## config.mk

```make
export PLATFORM = sky130hd
export DESIGN_NAME = lm07_read_scheduler_flat
export DESIGN_NICKNAME = d
export VERILOG_FILES = /design/src/rtl/lm07_read_scheduler_if.sv /design/src/rtl/lm07_read_scheduler.sv /design/src/flat_wrapper.sv
export SDC_FILE = /design/constraint.sdc
export NUM_CORES = 1
export LEC_CHECK = 0
export CAP_MARGIN = 5
export CORE_ASPECT_RATIO = 1.75
export CORE_MARGIN = 1
export CORE_UTILIZATION = 39
export DETAILED_ROUTE_END_ITERATION = 8
export PLACE_DENSITY = 0.64
export SYNTH_ARGS = -nofsm -noshare
export SYNTH_HDL_FRONTEND = slang
export SYNTH_SLANG_ARGS = --single-unit
```

## constraint.sdc

```tcl
create_clock -name clk -period 4.5 [get_ports clk]
set_clock_uncertainty 0.05 [all_clocks]
set_input_delay 0.45 -clock clk [delete_from_list [all_inputs] [get_ports clk]]
set_output_delay 0.45 -clock clk [all_outputs]
set_load 0.05 [all_outputs]
```

## src/rtl/lm07_read_scheduler_if.sv

```systemverilog
// Sensor pins plus result/handshake/alert signals of the LM07 read scheduler.
// master: the surrounding logic and sensor; slave: the scheduler itself.
interface lm07_read_scheduler_if #(
  parameter int unsigned NBITS = 16
) ();

  logic             en;
  logic             start;
  logic             cont;
  logic             sio;
  logic             cs;
  logic             sck;
  logic             busy;
  logic [NBITS-1:0] temp_data;
  logic [8:0]       temp_deg;
  logic             data_valid;
  logic             data_ready;
  logic             overrun;
  logic [8:0]       thr_hi;
  logic [8:0]       thr_lo;
  logic             alert;

  modport master (
    output en, start, cont, sio, data_ready, thr_hi, thr_lo,
    input  cs, sck, busy, temp_data, temp_deg, data_valid, overrun, alert
  );

  modport slave (
    input  en, start, cont, sio, data_ready, thr_hi, thr_lo,
    output cs, sck, busy, temp_data, temp_deg, data_valid, overrun, alert
  );

endinterface

```

## src/rtl/lm07_read_scheduler.sv

```systemverilog
// LM07/LM70 three-wire SPI read scheduler: one-shot or periodic 16-bit reads,
// result held behind a valid/ready handshake with a sticky overrun flag.
// Optional over-temperature alert with hysteresis: define LM07_ALERT_EN.
module lm07_read_scheduler #(
  parameter int unsigned CLK_DIV = 2,
  parameter int unsigned PERIOD  = 200,
  parameter int unsigned NBITS   = 16
) (
  input  logic                  clk,
  input  logic                  rst,
  lm07_read_scheduler_if.slave  bus
);

  localparam int unsigned DIV_W = $clog2(CLK_DIV + 1);
  localparam int unsigned BIT_W = $clog2(NBITS + 1);
  localparam int unsigned PER_W = $clog2(PERIOD + 1);

  typedef enum logic [1:0] {
    ST_IDLE  = 2'd0,
    ST_SETUP = 2'd1,
    ST_SHIFT = 2'd2,
    ST_HOLD  = 2'd3
  } state_e;

  state_e           state_q, state_d;
  logic [DIV_W-1:0] div_q, div_d;
  logic [BIT_W-1:0] bit_q, bit_d;
  logic             phase_q, phase_d;
  logic [NBITS-1:0] shift_q, shift_d;
  logic             cs_q, cs_d;
  logic             sck_q, sck_d;
  logic             busy_q, busy_d;
  logic [NBITS-1:0] temp_data_q, temp_data_d;
  logic             data_valid_q, data_valid_d;
  logic             overrun_q, overrun_d;
  logic [PER_W-1:0] per_q, per_d;

  logic             div_last_c;
  logic             start_xfer_c;
  logic             load_c;

  // Transfer sequencer: SETUP, NBITS low/high SCK phases, HOLD, back to IDLE
  always_comb begin
    state_d      = state_q;
    div_d        = div_q;
    bit_d        = bit_q;
    phase_d      = phase_q;
    shift_d      = shift_q;
    cs_d         = cs_q;
    sck_d        = sck_q;
    start_xfer_c = 1'b0;
    load_c       = 1'b0;
    div_last_c   = (div_q == DIV_W'(CLK_DIV - 1));

    case (state_q)
      ST_IDLE: begin
        cs_d  = 1'b1;
        sck_d = 1'b0;
        if (bus.en && (bus.start || (bus.cont && (per_q == '0)))) begin
          state_d      = ST_SETUP;
          cs_d         = 1'b0;
          div_d        = '0;
          bit_d        = '0;
          phase_d      = 1'b0;
          start_xfer_c = 1'b1;
        end
      end

      ST_SETUP: begin
        if (div_last_c) begin
          state_d = ST_SHIFT;
          div_d   = '0;
        end else begin
          div_d = div_q + DIV_W'(1);
        end
      end

      ST_SHIFT: begin
        if (!div_last_c) begin
          div_d = div_q + DIV_W'(1);
        end else begin
          div_d = '0;
          if (!phase_q) begin
            // sio has been stable for the whole low phase; sample on the rising SCK
            sck_d   = 1'b1;
            shift_d = {shift_q[NBITS-2:0], bus.sio};
            phase_d = 1'b1;
          end else begin
            sck_d   = 1'b0;
            phase_d = 1'b0;
            if (bit_q == BIT_W'(NBITS - 1)) begin
              state_d = ST_HOLD;
              bit_d   = '0;
            end else begin
              bit_d = bit_q + BIT_W'(1);
            end
          end
        end
      end

      ST_HOLD: begin
        sck_d = 1'b0;
        if (div_last_c) begin
          state_d = ST_IDLE;
          div_d   = '0;
          cs_d    = 1'b1;
          load_c  = 1'b1;
        end else begin
          div_d = div_q + DIV_W'(1);
        end
      end

      default: begin
        state_d = ST_IDLE;
        cs_d    = 1'b1;
        sck_d   = 1'b0;
      end
    endcase

    busy_d = (state_d != ST_IDLE);
  end

  // Result register and valid/ready handshake; a load beats a same-edge accept
  always_comb begin
    temp_data_d  = temp_data_q;
    data_valid_d = data_valid_q;
    overrun_d    = overrun_q;

    if (data_valid_q && bus.data_ready) begin
      data_valid_d = 1'b0;
    end

    if (load_c) begin
      temp_data_d  = shift_q;
      data_valid_d = 1'b1;
      if (data_valid_q && !bus.data_ready) begin
        overrun_d = 1'b1;
      end
    end
  end

  // Period counter: reload at each start, count down to zero, cleared while disabled
  always_comb begin
    per_d = per_q;
    if (!bus.en) begin
      per_d = '0;
    end else if (start_xfer_c) begin
      per_d = PER_W'(PERIOD - 1);
    end else if (per_q != '0) begin
      per_d = per_q - PER_W'(1);
    end
  end

  // State and output registers
  always_ff @(posedge clk or posedge rst) begin
    if (rst) begin
      state_q      <= ST_IDLE;
      div_q        <= '0;
      bit_q        <= '0;
      phase_q      <= 1'b0;
      shift_q      <= '0;
      cs_q         <= 1'b1;
      sck_q        <= 1'b0;
      busy_q       <= 1'b0;
      temp_data_q  <= '0;
      data_valid_q <= 1'b0;
      overrun_q    <= 1'b0;
      per_q        <= '0;
    end else begin
      state_q      <= state_d;
      div_q        <= div_d;
      bit_q        <= bit_d;
      phase_q      <= phase_d;
      shift_q      <= shift_d;
      cs_q         <= cs_d;
      sck_q        <= sck_d;
      busy_q       <= busy_d;
      temp_data_q  <= temp_data_d;
      data_valid_q <= data_valid_d;
      overrun_q    <= overrun_d;
      per_q        <= per_d;
    end
  end

`ifdef LM07_ALERT_EN
  logic             alert_q, alert_d;
  logic signed [8:0] new_deg_c;

  // Hysteretic alert evaluated on each new result; set wins over clear
  always_comb begin
    new_deg_c = $signed(shift_q[NBITS-1 -: 9]);
    alert_d   = alert_q;
    if (load_c) begin
      if (new_deg_c >= $signed(bus.thr_hi)) begin
        alert_d = 1'b1;
      end else if (new_deg_c <= $signed(bus.thr_lo)) begin
        alert_d = 1'b0;
      end
    end
  end

  // Alert register
  always_ff @(posedge clk or posedge rst) begin
    if (rst) begin
      alert_q <= 1'b0;
    end else begin
      alert_q <= alert_d;
    end
  end

  assign bus.alert = alert_q;
`else
  logic unused_thr_c;
  assign unused_thr_c = ^{bus.thr_hi, bus.thr_lo};
  assign bus.alert    = 1'b0;
`endif

  assign bus.cs         = cs_q;
  assign bus.sck        = sck_q;
  assign bus.busy       = busy_q;
  assign bus.temp_data  = temp_data_q;
  assign bus.temp_deg   = temp_data_q[NBITS-1 -: 9];
  assign bus.data_valid = data_valid_q;
  assign bus.overrun    = overrun_q;

endmodule
```

## src/flat_wrapper.sv

```systemverilog
// flat-port wrapper written by rule: the top's interface ports become plain ports
module lm07_read_scheduler_flat 
#(
  parameter int unsigned CLK_DIV = 2,
  parameter int unsigned PERIOD  = 200,
  parameter int unsigned NBITS   = 16
)
  (clk, rst, bus_en, bus_start, bus_cont, bus_sio, bus_data_ready, bus_thr_hi, bus_thr_lo, bus_cs, bus_sck, bus_busy, bus_temp_data, bus_temp_deg, bus_data_valid, bus_overrun, bus_alert);
  lm07_read_scheduler_if #(.NBITS(NBITS)) bus_i ();
  input  logic clk;
  input  logic rst;
  input wire logic [$bits(bus_i.en)-1:0] bus_en;
  input wire logic [$bits(bus_i.start)-1:0] bus_start;
  input wire logic [$bits(bus_i.cont)-1:0] bus_cont;
  input wire logic [$bits(bus_i.sio)-1:0] bus_sio;
  input wire logic [$bits(bus_i.data_ready)-1:0] bus_data_ready;
  input wire logic [$bits(bus_i.thr_hi)-1:0] bus_thr_hi;
  input wire logic [$bits(bus_i.thr_lo)-1:0] bus_thr_lo;
  output wire logic [$bits(bus_i.cs)-1:0] bus_cs;
  output wire logic [$bits(bus_i.sck)-1:0] bus_sck;
  output wire logic [$bits(bus_i.busy)-1:0] bus_busy;
  output wire logic [$bits(bus_i.temp_data)-1:0] bus_temp_data;
  output wire logic [$bits(bus_i.temp_deg)-1:0] bus_temp_deg;
  output wire logic [$bits(bus_i.data_valid)-1:0] bus_data_valid;
  output wire logic [$bits(bus_i.overrun)-1:0] bus_overrun;
  output wire logic [$bits(bus_i.alert)-1:0] bus_alert;
  assign bus_i.en = bus_en;
  assign bus_i.start = bus_start;
  assign bus_i.cont = bus_cont;
  assign bus_i.sio = bus_sio;
  assign bus_i.data_ready = bus_data_ready;
  assign bus_i.thr_hi = bus_thr_hi;
  assign bus_i.thr_lo = bus_thr_lo;
  assign bus_cs = bus_i.cs;
  assign bus_sck = bus_i.sck;
  assign bus_busy = bus_i.busy;
  assign bus_temp_data = bus_i.temp_data;
  assign bus_temp_deg = bus_i.temp_deg;
  assign bus_data_valid = bus_i.data_valid;
  assign bus_overrun = bus_i.overrun;
  assign bus_alert = bus_i.alert;
  lm07_read_scheduler #(.CLK_DIV(CLK_DIV), .PERIOD(PERIOD), .NBITS(NBITS)) u_core (.clk(clk), .rst(rst), .bus(bus_i));
endmodule
```

* Word level (Yosys, flattened, before mapping) *
Index checks and enable logic that the tools add are counted.

word-level totals
  bits in registers = 55
  bits of input ports = 25
  output and inout port bits = 31
  word-level logic and storage cells = 80

operators by class
  add/sub/neg operators = 3
  eq/ne operators = 10
  multiplexer cells = 32
  bitwise gates (word level) = 1
  reductions and logical operators = 22

operator list
  operator                                                                  count
  8-bit 2-to-1 mux                                                          3
  5-bit 2-to-1 mux                                                          4
  2-bit 2-to-1 mux                                                          8
  1-bit 2-to-1 mux                                                          11
  5-bit one-hot mux with 2 select lines                                     1
  2-bit nonzero test                                                        5
  8-bit logical NOT                                                         1
  2-bit by 1-bit inequality test with 1-bit output (second input constant)  4
  2-bit one-hot mux with 4 select lines                                     1
  8-bit nonzero test                                                        1
  8-bit by 1-bit subtractor with 8-bit output (second input constant)       1
  1-bit one-hot mux with 2 select lines                                     3
  2-bit AND reduction                                                       3
  3-bit AND reduction                                                       2
  5-bit by 1-bit adder with 5-bit output (second input constant)            1
  5-bit by 4-bit == test with 1-bit output (second input constant)          1
  2-bit by 1-bit == test with 1-bit output (second input constant)          2
  2-bit == test (second input constant)                                     2
  1-bit logical AND                                                         4
  2-bit one-hot mux with 2 select lines                                     1
  4-bit AND reduction                                                       1
  3-bit by 1-bit inequality test with 1-bit output (second input constant)  1
  3-bit OR reduction                                                        1
  2-bit by 1-bit adder with 2-bit output (second input constant)            1
  other kinds (5)                                                           5

* Depth between registers and ports, before layout *
  depth in word-level cells = 8
  gate-level depth with buffers = 8
  gate-level depth less buffers = 6

* Worst setup path before layout *
No wires, ideal clock.

  path kind = reg-to-reg
  start point = register u_core.state_q[0]
  end point = register u_core.shift_q[1]
  arrival time = 1.773 ns
  data required time = 4.325 ns
  setup slack = 2.552 ns
  cell stages (with the launch flop) = 8
  path buffers = 2
  clock period less this slack = 1.948 ns
  path through = dfrtp_1 -> inv_1 -> ha_1 -> buf_2 -> nand3b_1 -> nor2_2 -> buf_2 -> mux2_2

between the ends
  word-level cells in the longest chain between the ends = 2

ends and longest elaborated chain
  what                                  RTL line                    RTL
  start, declared                       lm07_read_scheduler.sv:25   state_e state_q, state_d;
  start signal, assigned                lm07_read_scheduler.sv:170  state_q <= state_d;
  2-bit == test                         lm07_read_scheduler.sv:55   case (state_q)
  3-bit AND reduction (no source line)  --
  end signal, assigned                  lm07_read_scheduler.sv:174  shift_q <= shift_d;
  end, declared                         lm07_read_scheduler.sv:29   logic [NBITS-1:0] shift_q, shift_d;

Every way passes these cells.
A chain may end at the register's enable or synchronous reset.

* Worst setup path in the final report *
  start point = register u_core.state_q[0]
  end point = register u_core.shift_q[2]

The elaborated chain is that of the path after synthesis.

==> impl_metrics.yaml <==
die:
  coreArea_sq_mm: 0.00628
  die-area_sq_mm: 0.00692
  die_w_um: 63.3
  rows: 38
  io_pins: 56
  die_h_um: 109
  initial_core_util_pct: 40.9
worst_setup_path:
  crit_required_ps: 4640
  rrSetupSlack_ps: 2140
  worstSetupPathType: "register to register"
  worstPathCellList: "inv_1, ha_1, nand3b_1, nor2_2, mux2_2"
  crit_path_end_kind: "register"
  arrival_ps: 2510
  cp_slowest_cell: "nor2_2"
  worstSetupStartpointType: "register"
  crit_fanout: 17
  slowest_delay_ps: 690
placed_design:
  gp_congestion: 0.790
  port_buffers: 36
  post-place-cells: 315
  hpwl_mm: 3.32
  dp_slack_ps: 2040
timing:
  slew_viol_final: 0
  finalSetupViolations: 0
  finalSetupTns_ps: 0
  min_period_ps: 2360
  layout_setup_ws_ps: 2140
  rsz0062_at_grt: "no"
  whs_ps: 440
  worst_slew_pin_slew_ps: 835
  max_slew_margin_pct: 44.3
  hold_viol_final: 0
  max_freq_mhz: 423
  period_share_pct: 52.5
grt:
  antenna_found_initial: 0
  grt_pass1_wl_mm: 7.91
  grt_max_degree: 56
  grt_use_total_pct: 14.7
  grt_overflow_total: 0
  grt_pass1_vias: 1769
synth:
  syn_avg_cell_area_sq_um: 12.2
  netlist_instances: 211
  synth_cell_types: 50
  yosys_register_bits: 55
  ys_seq_area_share_pct: 53.7
  async_flop_share_pct: 100
  synth_nets: 242
  yosys_most_used_dff: "dfrtp_1"
  yosysWarnings: 0
  synth_edf_count: 0
  netlist_area_sq_mm: 0.00256
cts:
  worstSkewPairLatency_ps: 300
  clockBufferDepth: 2
  clock-sinks: 55
  cts_buffers: 5
  postCtsSetupRepairBufs: 0
  cts_tree: "built"
  ctsHoldBuffers: 0
  cts-root-buf: "clkbuf_8"
  cts.repair.resized: 0
  h-tree-depth: 2
  clkSlewWorstSetupHoldPaths_ps: 100
power:
  sw_frac_of_total_pct: 36.2
  ir_drop_mv: 0.255
  p_int_w: 0.000952
  netSwitchingPower_w: 0.000539
  p_leak_nw: 1.43
  p_seq_share_pct: 44.0
  power_frac_comb_pct: 33.2
  p_per_area_mw_per_mm2: 487
  clockPowerShare_pct: 22.8
detailed_routing:
  finalWirelength_mm: 4.73
  routedWlPerCell_um: 14.6
  firstDrtPassIters: 4
  viasPerCell: 5.31
  drc: 0
  ant_nets: 0
  vias: 1715
  drtIter0Drc: 76
run:
  cap_violations: 0
finish:
  finalNonFillerCells: 323
  fin_util_pct: 48.8
  diodes: 0
  synthToLayoutAreaGrowth_pct: 19.3
  num-nets-final: 273
  drive_gt1_share_pct: 16.0
status:
  status: "complete, no violations"
hold_path:
  hold_class: "register to register"
## cells in the final DEF, fill, tap and decap left out, types with 6 or more instances in the layout
cell type        instances
dfrtp_1                 54
clkdlybuf4s50_1         36
mux2_2                  23
nand2_1                 14
nor2_1                  10
mux2_1                   9
inv_1                    7
a21oi_1                  6
ha_1                     6
clkbuf_8                 6
## path summary, 6_finish.rpt
| path | start | cells past startpoint | end |
|---|---|---|---|
| max reg2reg | u_core.state_q[0] | 5 | u_core.shift_q[2] |
| min in group asynchronous | rst | 3 | u_core.per_q[4] |
| min reg2reg | u_core.bus.overrun | 1 | u_core.bus.overrun |
| max in group asynchronous | rst | 3 | u_core.bus.sck |
| max | u_core.state_q[0] | 5 | u_core.shift_q[2] |
| min | u_core.bus.overrun | 1 | u_core.bus.overrun |
## per-layer routing
metal | vias to the layer above | routed length [um] | global-route usage, %
li1 | 810 | - | -
met1 | 864 | 1960 | 16.2
met2 | 32 | 2570 | 27.6
met3 | 9 | 116 | 2.20
met4 | 0 | 83 | 6.17
met5 | - | 0 | 0
## critical path: cells and delay by family, from the launching register on
| family | cells | cell delay (ps) |
|---|---|---|
| simple gates | 2 | 930 |
| flops | 1 | 440 |
| mux | 1 | 410 |
| fa+ha+maj | 1 | 320 |
| buf+inv | 1 | 100 |
## stage by stage
step / area [sq um] / power [W]
6_report: 3060 / 0.00149
5_1_grt: 3060 / 0.00158
4_1_cts: 3060 / 0.00151
3_5_place_dp: 2940 / 0.00116
3_3_place_gp: 2940 / 0.00115
2_1_floorplan: 2560 / 0.00103
## kinds of logic after synthesis
group | share of synthesized area (%)
adders and majority gates | 2.93
muxes | 14.8
buffers and inverters | 4.68
AOI/OAI and AO/OA | 10.7
and+or+nand+nor | 12.6
DFF | 53.7
other | 0.146
xor gates and xnor gates | 0.342
## cells in the mapped netlist, types with 2 or more instances
master    instances  area share, %
mux2i_1           2           0.78
or4_1             3           0.88
and2_1            3           0.73
mux2_1            9            4.0
a31oi_1           2           0.49
nand3_1           5           0.98
buf_4            10            2.9
nand2_1          14            2.0
inv_1             8            1.2
a211oi_1          2           0.59
o21ai_0           3           0.59
a21oi_1           6            1.2
nor4b_4           2            1.9
a21o_1            3           0.88
nor2_1           10            1.5
o311ai_1          2           0.68
o31ai_1           2           0.59
mux2_2           23             10
o21a_1            2           0.59
dfrtp_1          54             53
a22o_1            2           0.68
nand2b_1          3           0.73
o21ai_1           5           0.98
buf_2             3           0.59
a41oi_1           2           0.68
nor3_1            2           0.39
ha_1              6            2.9
## area by class of cell
class / count / area, sq um
sequential: 55 / 1380
inverter: 8 / 30.0
clock inverter: 2 / 35.0
multi-input combinational: 135 / 1070
tap: 80 / 100
fill: 579 / 3220
clock buffer: 6 / 82.6
timing repair buffer: 37 / 368
## sequential cells by signal, summed over array words and instances, names as in the netlist
register	cells
u_core.shift_q	16
u_core.bit_q	5
u_core.state_q	2
u_core.bus.data_valid	1
u_core.bus.sck	1
u_core.bus.temp_data	16
u_core.phase_q	1
u_core.bus.overrun	1
u_core.bus.cs	1
u_core.per_q	8
u_core.div_q	2
u_core.bus.busy	1
## power by group through the flow
stage	sequential [W]	combinational (W)	clock (W)
final	0.000656	0.000496	0.000340
after global routing	0.000670	0.000545	0.000364
after CTS	0.000657	0.000500	0.000350
after detailed placement	0.000667	0.000497	0
after global placement	0.000665	0.000490	0
after floorplan	0.000712	0.000318	0
Power figures use the tool's default switching activity.
